--- config.mk ---
export PLATFORM = sky130hd
export DESIGN_NAME = cdc_req_sender
export DESIGN_NICKNAME = d
export VERILOG_FILES = /design/src/rtl/cdc_pkg.sv /design/src/rtl/cdc_sync_ff.sv /design/src/rtl/cdc_req_sender.sv
export SDC_FILE = /design/constraint.sdc
export NUM_CORES = 1
export LEC_CHECK = 0
export ABC_AREA = 1
export CAP_MARGIN = 10
export CORE_MARGIN = 2
export CORE_UTILIZATION = 40
export CTS_BUF_LIST = sky130_fd_sc_hd__clkbuf_8 sky130_fd_sc_hd__clkbuf_16
export CTS_CLUSTER_DIAMETER = 200
export DETAILED_ROUTE_END_ITERATION = 10
export PLACE_DENSITY_LB_ADDON = 0.05
export SETUP_SLACK_MARGIN = 0.02
export SLEW_MARGIN = 40
export SYNTH_ARGS = -nofsm -noshare
export SYNTH_HDL_FRONTEND = slang
export SYNTH_SLANG_ARGS = --single-unit
export TNS_END_PERCENT = 50
--- constraint.sdc ---
create_clock -name src_clk -period 4 [get_ports src_clk]
set_clock_uncertainty 0.05 [all_clocks]
set_input_delay 0.8 -clock src_clk [delete_from_list [all_inputs] [get_ports src_clk]]
set_output_delay 0.8 -clock src_clk [all_outputs]
set_load 0.05 [all_outputs]
--- src/rtl/cdc_pkg.sv ---
// Shared types and limits for the source side of the req/ack clock-domain crossing.
package cdc_pkg;

  typedef enum logic [1:0] {
    IDLE   = 2'd0,
    REQ_HI = 2'd1,
    REQ_LO = 2'd2
  } cdc_state_e;

  localparam int SYNC_STAGES_MIN = 2;
  localparam int SYNC_STAGES_MAX = 4;

  // A timeout of 0 disables the counter, but the counter still needs at least one bit.
  function automatic int cnt_width(input int max_cnt);
    return (max_cnt == 0) ? 1 : $clog2(max_cnt + 1);
  endfunction

endpackage

--- src/rtl/cdc_sync_ff.sv ---
// N-flop bit synchronizer with asynchronous active-high clear.
module cdc_sync_ff
  import cdc_pkg::*;
#(
  parameter int STAGES = 2
) (
  input  logic clk,
  input  logic rst,
  input  logic d,
  output logic q
);

  if (STAGES < SYNC_STAGES_MIN || STAGES > SYNC_STAGES_MAX) begin : g_bad_stages
    $error("cdc_sync_ff: STAGES out of supported range");
  end

  logic [STAGES-1:0] sync_q;
  logic [STAGES-1:0] sync_d;

  always_comb begin
    sync_d = {sync_q[STAGES-2:0], d};
  end

  always_ff @(posedge clk or posedge rst) begin
    if (rst) begin
      sync_q <= '0;
    end else begin
      sync_q <= sync_d;
    end
  end

  assign q = sync_q[STAGES-1];

endmodule

--- src/rtl/cdc_req_sender.sv ---
// Source-side initiator of a four-phase req/ack handshake carrying one word across domains.
//
//   state  | meaning
//   IDLE   | ready for a word once the synchronized ack is low
//   REQ_HI | req high, word held, waiting for ack rise (optionally bounded)
//   REQ_LO | req low, waiting for ack to return to zero
module cdc_req_sender
  import cdc_pkg::*;
#(
  parameter int DATA_W         = 8,
  parameter int SYNC_STAGES    = 2,
  parameter int TIMEOUT_CYCLES = 1023
) (
  input  logic              src_clk,
  input  logic              rst,
  input  logic              send_valid,
  input  logic [DATA_W-1:0] send_data,
  output logic              send_ready,
  output logic              req,
  output logic [DATA_W-1:0] xfer_data,
  input  logic              ack,
  output logic              busy,
  output logic              done,
  output logic              timeout_err
);

  localparam int              CNT_W      = cnt_width(TIMEOUT_CYCLES);
  localparam bit              TIMEOUT_EN = (TIMEOUT_CYCLES != 0);
  localparam logic [CNT_W-1:0] CNT_LAST  = CNT_W'((TIMEOUT_CYCLES == 0) ? 0 : TIMEOUT_CYCLES - 1);
  localparam logic [CNT_W-1:0] CNT_MAX   = '1;

  logic ack_s;

  cdc_sync_ff #(
    .STAGES(SYNC_STAGES)
  ) u_ack_sync (
    .clk(src_clk),
    .rst(rst),
    .d  (ack),
    .q  (ack_s)
  );

  cdc_state_e        state_q, state_d;
  logic              req_q, req_d;
  logic [DATA_W-1:0] xfer_data_q, xfer_data_d;
  logic              done_q, done_d;
  logic              timeout_err_q, timeout_err_d;
  logic [CNT_W-1:0]  cnt_q, cnt_d;
  logic              abort_q, abort_d;
  logic              accept;

  assign send_ready = (state_q == IDLE) && !ack_s;
  assign accept     = send_valid && send_ready;

  always_comb begin
    state_d       = state_q;
    req_d         = req_q;
    xfer_data_d   = xfer_data_q;
    done_d        = 1'b0;
    timeout_err_d = 1'b0;
    cnt_d         = cnt_q;
    abort_d       = abort_q;
    case (state_q)
      IDLE: begin
        if (accept) begin
          xfer_data_d = send_data;
          req_d       = 1'b1;
          cnt_d       = '0;
          state_d     = REQ_HI;
        end
      end
      REQ_HI: begin
        // ack has priority so a late-but-valid acknowledge is never reported as a timeout
        if (ack_s) begin
          req_d   = 1'b0;
          state_d = REQ_LO;
        end else if (TIMEOUT_EN && (cnt_q == CNT_LAST)) begin
          req_d         = 1'b0;
          timeout_err_d = 1'b1;
          abort_d       = 1'b1;
          state_d       = REQ_LO;
        end else if (cnt_q != CNT_MAX) begin
          cnt_d = cnt_q + 1'b1;
        end
      end
      REQ_LO: begin
        if (!ack_s) begin
          done_d  = !abort_q;
          abort_d = 1'b0;
          state_d = IDLE;
        end
      end
      default: begin
        req_d   = 1'b0;
        state_d = IDLE;
      end
    endcase
  end

  always_ff @(posedge src_clk or posedge rst) begin
    if (rst) begin
      state_q       <= IDLE;
      req_q         <= 1'b0;
      xfer_data_q   <= '0;
      done_q        <= 1'b0;
      timeout_err_q <= 1'b0;
      cnt_q         <= '0;
      abort_q       <= 1'b0;
    end else begin
      state_q       <= state_d;
      req_q         <= req_d;
      xfer_data_q   <= xfer_data_d;
      done_q        <= done_d;
      timeout_err_q <= timeout_err_d;
      cnt_q         <= cnt_d;
      abort_q       <= abort_d;
    end
  end

  assign req         = req_q;
  assign xfer_data   = xfer_data_q;
  assign done        = done_q;
  assign timeout_err = timeout_err_q;
  assign busy        = (state_q != IDLE);

endmodule

---- Yosys cells after proc, flatten, opt, wreduce, memory -nomap -nowiden ----
Index checks and enable logic that the tools add are counted.
cells by class
  muxes and demuxes ....................... 23
  bitwise operators ....................... 1
  add/sub/neg operators ................... 1
  equality and inequality tests ........... 11
  reduce and logical (&&, ||, !) cells .... 13
operators with widths
  kind                     count
  $mux W10                 4
  $pmux W10 S2             1
  $ne A2 B2 Y1 const B     6
  $mux W1                  11
  $add A10 B1 Y10 const B  1
  $eq A10 B10 Y1 const B   1
  $ne A10 B10 Y1 const B   1
  $mux W2                  4
  $pmux W2 S3              1
  $reduce_and A3 Y1        2
  $reduce_bool A2 Y1       3
  $reduce_and A5 Y1        1
  $reduce_and A4 Y1        1
  $ne A3 B2 Y1 const B     1
  $pmux W1 S3              1
  $eq A2 B1 Y1 const B     1
  $eq A2 B2 Y1 const B     1
  $logic_and A1 B1 Y1      2
  $logic_not A1 Y1         2
  $logic_not A2 Y1         1
  $pmux W1 S2              1
  $reduce_and A2 Y1        1
  $not A1 Y1               1
storage, ports and cells
  flip-flop bits (word level) ............. 26
  output and inout bits ................... 13
  word-level logic and storage cells ...... 57

---- Logic depth before layout (Yosys ltp) ----
  word-level depth ........................ 5
  gate-level depth with buffers ........... 10
  depth with buffers taken out ............ 10

---- By module ----
From an unflattened synthesis, not the netlist that was laid out.
unflattened totals
  cells, all modules ...................... 158
  area, all modules ....................... 1380.1 sq um
modules (own cells, without submodules)
  module          area an instance (sq um)  seq. area each (sq um)  instances  cells an instance
  cdc_req_sender  1326.3                    600.6                   1          155
  cdc_sync_ff     53.8                      50.0                    1          3

---- Least setup slack after synthesis ----
Ideal clock, no wire load.
  path kind ............................... register to output
  start ................................... register state_q[1]
  end ..................................... output send_ready
  stages on the path, launching flop included .. 4
  path buffers ............................ 0
  slack ................................... 1.631 ns
  data arrival time ....................... 1.519 ns
  data required time ...................... 3.150 ns
  cell sequence ........................... dfrtp_1 -> nor2_2 -> inv_1 -> nor2_1
between the ends
  cells in the longest elaborated chain, start to end .. 2
RTL lines
  item                    line                   text
  start, declared         cdc_req_sender.sv:43   cdc_state_e state_q, state_d;
  start signal, assigned  cdc_req_sender.sv:110  state_q <= state_d;
  $logic_not A2 Y1        cdc_req_sender.sv:52   assign send_ready = (state_q == IDLE) && !ack_s;
  $logic_and A1 B1 Y1     cdc_req_sender.sv:52
  end, declared           cdc_req_sender.sv:18   output logic send_ready,
No other way between the ends.

---- Worst setup path after layout ----
Ends and elaborated chain as after synthesis.

==> results.cfg <==
[run_status]
status = completed

[clock_network]
cts_setup_buffers = 0
cts_buffers = 3
ctsHoldBuffers = 0
cts_tree = built
clk_latency_ps = 270
path_clk_slew_ps = 90
clockBufferDepth = 2
post_cts_resized = 0
htreeDepth = 1
cts_root_buffer = clkbuf_8
cts.sink_count = 26

[power]
p_comb_share_pct = 48.2
switchingPower_mw = 0.490
clock_power_share_pct = 19.2
max-vdd-ir-drop_mv = 0.384
p_sw_share_pct = 43.2
p_leak_nw = 0.753
p_per_area_nw_per_um2 = 666
p_int_mw = 0.643
power_frac_seq_pct = 32.6

[sta]
period_share_pct = 67.1
min_period_ps = 2680
hold_violations = 0
tightest_slew_ps = 533
max_freq_ghz = 0.373
setup_slack_ps = 1320
setup_violations = 0
relSlewSlack_pct = 64.4
fin_setup_tns_ps = 0
finalMaxSlewViolations = 0
rsz0062_at_grt = false

[global_routing]
grt_pass1_wl_um = 4660
grt_max_degree = 27
grt-ovfl-total = 0
grt_antenna_before_repair = 0
grt_pass1_vias = 1015
track_usage_pct = 16.4

[place]
dp_hpwl_um = 1980
pre_cts_slack_ps = 1590
place_congestion = 0.775
place_area_sq_um = 1630
port_buffers = 24

[floorplanning]
dieArea_sq_um = 3830
initial_core_util_pct = 40.8
io_pins = 25
die_x_um = 61.9
die-height_um = 61.9
fp-row-count = 21
core-area_sq_um = 3280

[synth]
synth_most_common_cell = nand2_1
syn_avg_cell_area_sq_um = 8.58
ys_seq_area_share_pct = 48.6
ys_seq_elements = 26
ys_types = 21
synth-edff-count = 0
synth_ff_type = dfrtp_1
synthCells = 156
syn_nets = 170
yosysWarnings = 0
async_flop_share_pct = 100
synth.area.top_cells = dfrtp_1 49%, nand2_1 14%, mux2_2 6.7%
synth_top_area_share_pct = 48.6
yosys.area.top_type = dfrtp_1
syn_area_sq_um = 1340
synth_common_cells = 51 x nand2_1, 26 x dfrtp_1, 13 x nor2_1

[critical_path]
r2r_cells = 7
startpoint_type = flop
endpoint_kind = output pin
reg2reg_slack_ps = 2320
r2r_start = state_q[1]
cp.arrival_ps = 1830
critPathKind = reg -> out
required_ps = 3150
rr_endpoint = cnt_q[9]
crit_path_max_fanout = 3

[min_path]
worstHoldPathType = reg -> reg
hp-start = u_ack_sync.sync_q[0]
hold_depth = 0
min_to = u_ack_sync.sync_q[1]

[cells_and_area]
fin_nets = 198
num-fill-cells = 330
fin_util_pct = 51.8
synthToLayoutAreaGrowth_pct = 27.0
stdcell_area_sq_um = 1700
drive_above_1_share_pct = 15.8
antennaDiodeCount = 0

[route]
remaining_drc_errors = 0
routedWlPerCell_um = 11.5
drtPass1Iterations = 4
dr_total_vias = 1077
vias_per_cell = 4.70
drt_iter0_markers = 99
final_antenna_net_count = 0
wirelength_um = 2640

[job]
maxCapViolations = 0
==> area by class of cell <==
class | count | area, sq um | area share (%)
Clock inverter | 1 | 30.0 | 1.77
Multi-Input combinational cell | 116 | 632 | 37.2
Tap cell | 46 | 57.6 | 3.38
Clock buffer | 3 | 41.3 | 2.43
Timing Repair Buffer | 24 | 240 | 14.1
Sequential cell | 26 | 651 | 38.3
Inverter | 13 | 48.8 | 2.87
==> placed cells by master (no fill, tap or decap) <==
cell type | netlist | final
inv_1 | 11 | 10
nand3b_1 | 2 | 2
nand2_1 | 51 | 51
a21oi_1 | 5 | 5
ha_1 | 2 | 2
nand3_1 | 11 | 11
nor2_4 | 3 | 3
xnor2_1 | 2 | 2
nor2_2 | 3 | 3
nor3_1 | 3 | 3
dfrtp_1 | 26 | 26
bufinv_16 | 0 | 1
nor2_1 | 13 | 13
nand3_2 | 2 | 2
o22ai_1 | 1 | 1
clkdlybuf4s50_1 | 0 | 24
nand2_2 | 4 | 4
clkbuf_8 | 0 | 3
o21ai_0 | 2 | 2
nand4_1 | 2 | 2
mux2_2 | 8 | 8
nand2_4 | 2 | 2
inv_2 | 2 | 3
==> stage by stage <==
stage / hold WS [ps] / total power, mW / instances
floorplan: 281 / 0.755 / 156
global placement: 287 / 0.917 / 225
detailed placement: 290 / 0.926 / 225
CTS: 311 / 1.15 / 229
global route: 316 / 1.20 / 229
finish: 306 / 1.13 / 229
==> worst max path at each step <==
stage,slack [ps],end,from
after floorplan,1630,send_ready,state_q[1]
after global placement,1620,send_ready,state_q[1]
after detailed placement,1590,send_ready,state_q[1]
after CTS,1280,send_ready,state_q[1]
after global routing,1210,send_ready,state_q[1]
final,1320,send_ready,state_q[1]
==> logic make-up (layout without fill, tap and decap cells) <==
| logic type | after synthesis | in the layout | share of synthesized area, % |
|---|---|---|---|
| simple gates | 96 | 96 | 34.2 |
| flops | 26 | 26 | 48.6 |
| buf+inv | 14 | 41 | 4.21 |
| compound gates | 8 | 8 | 3.08 |
| mux | 8 | 8 | 6.73 |
| fa+ha+maj | 2 | 2 | 1.87 |
| xor+xnor | 2 | 2 | 1.31 |
==> flip-flops by register name, indices dropped and copies added (netlist names) <==
name and cells:
cnt_q 10, xfer_data 8, state_q 2, u_ack_sync.sync_q 2, abort_q 1, done 1
req 1, timeout_err 1
==> routing by layer <==
layer,up-vias,wire length (um),global-route usage (%)
met5,-,0,0
met4,0,20,5.47
met3,2,66,2.69
met2,13,1270,25.9
met1,512,1280,23.1
li1,550,-,-
==> power groups by stage <==
stage / registers, mW / clock network [mW] / logic, mW
floorplan: 0.537 / 0 / 0.218
global placement: 0.371 / 0 / 0.546
detailed placement: 0.374 / 0 / 0.552
CTS: 0.370 / 0.225 / 0.553
global route: 0.379 / 0.238 / 0.586
finish: 0.370 / 0.218 / 0.546
==> worst max-delay path, stage by stage (launching register included) <==
cell,delay (ps)
dfrtp_1,430
nor2_2,190
inv_1,70
nor2_1,80
clkdlybuf4s50_1,800
No activity file was read; power rests on OpenSTA's default activity.
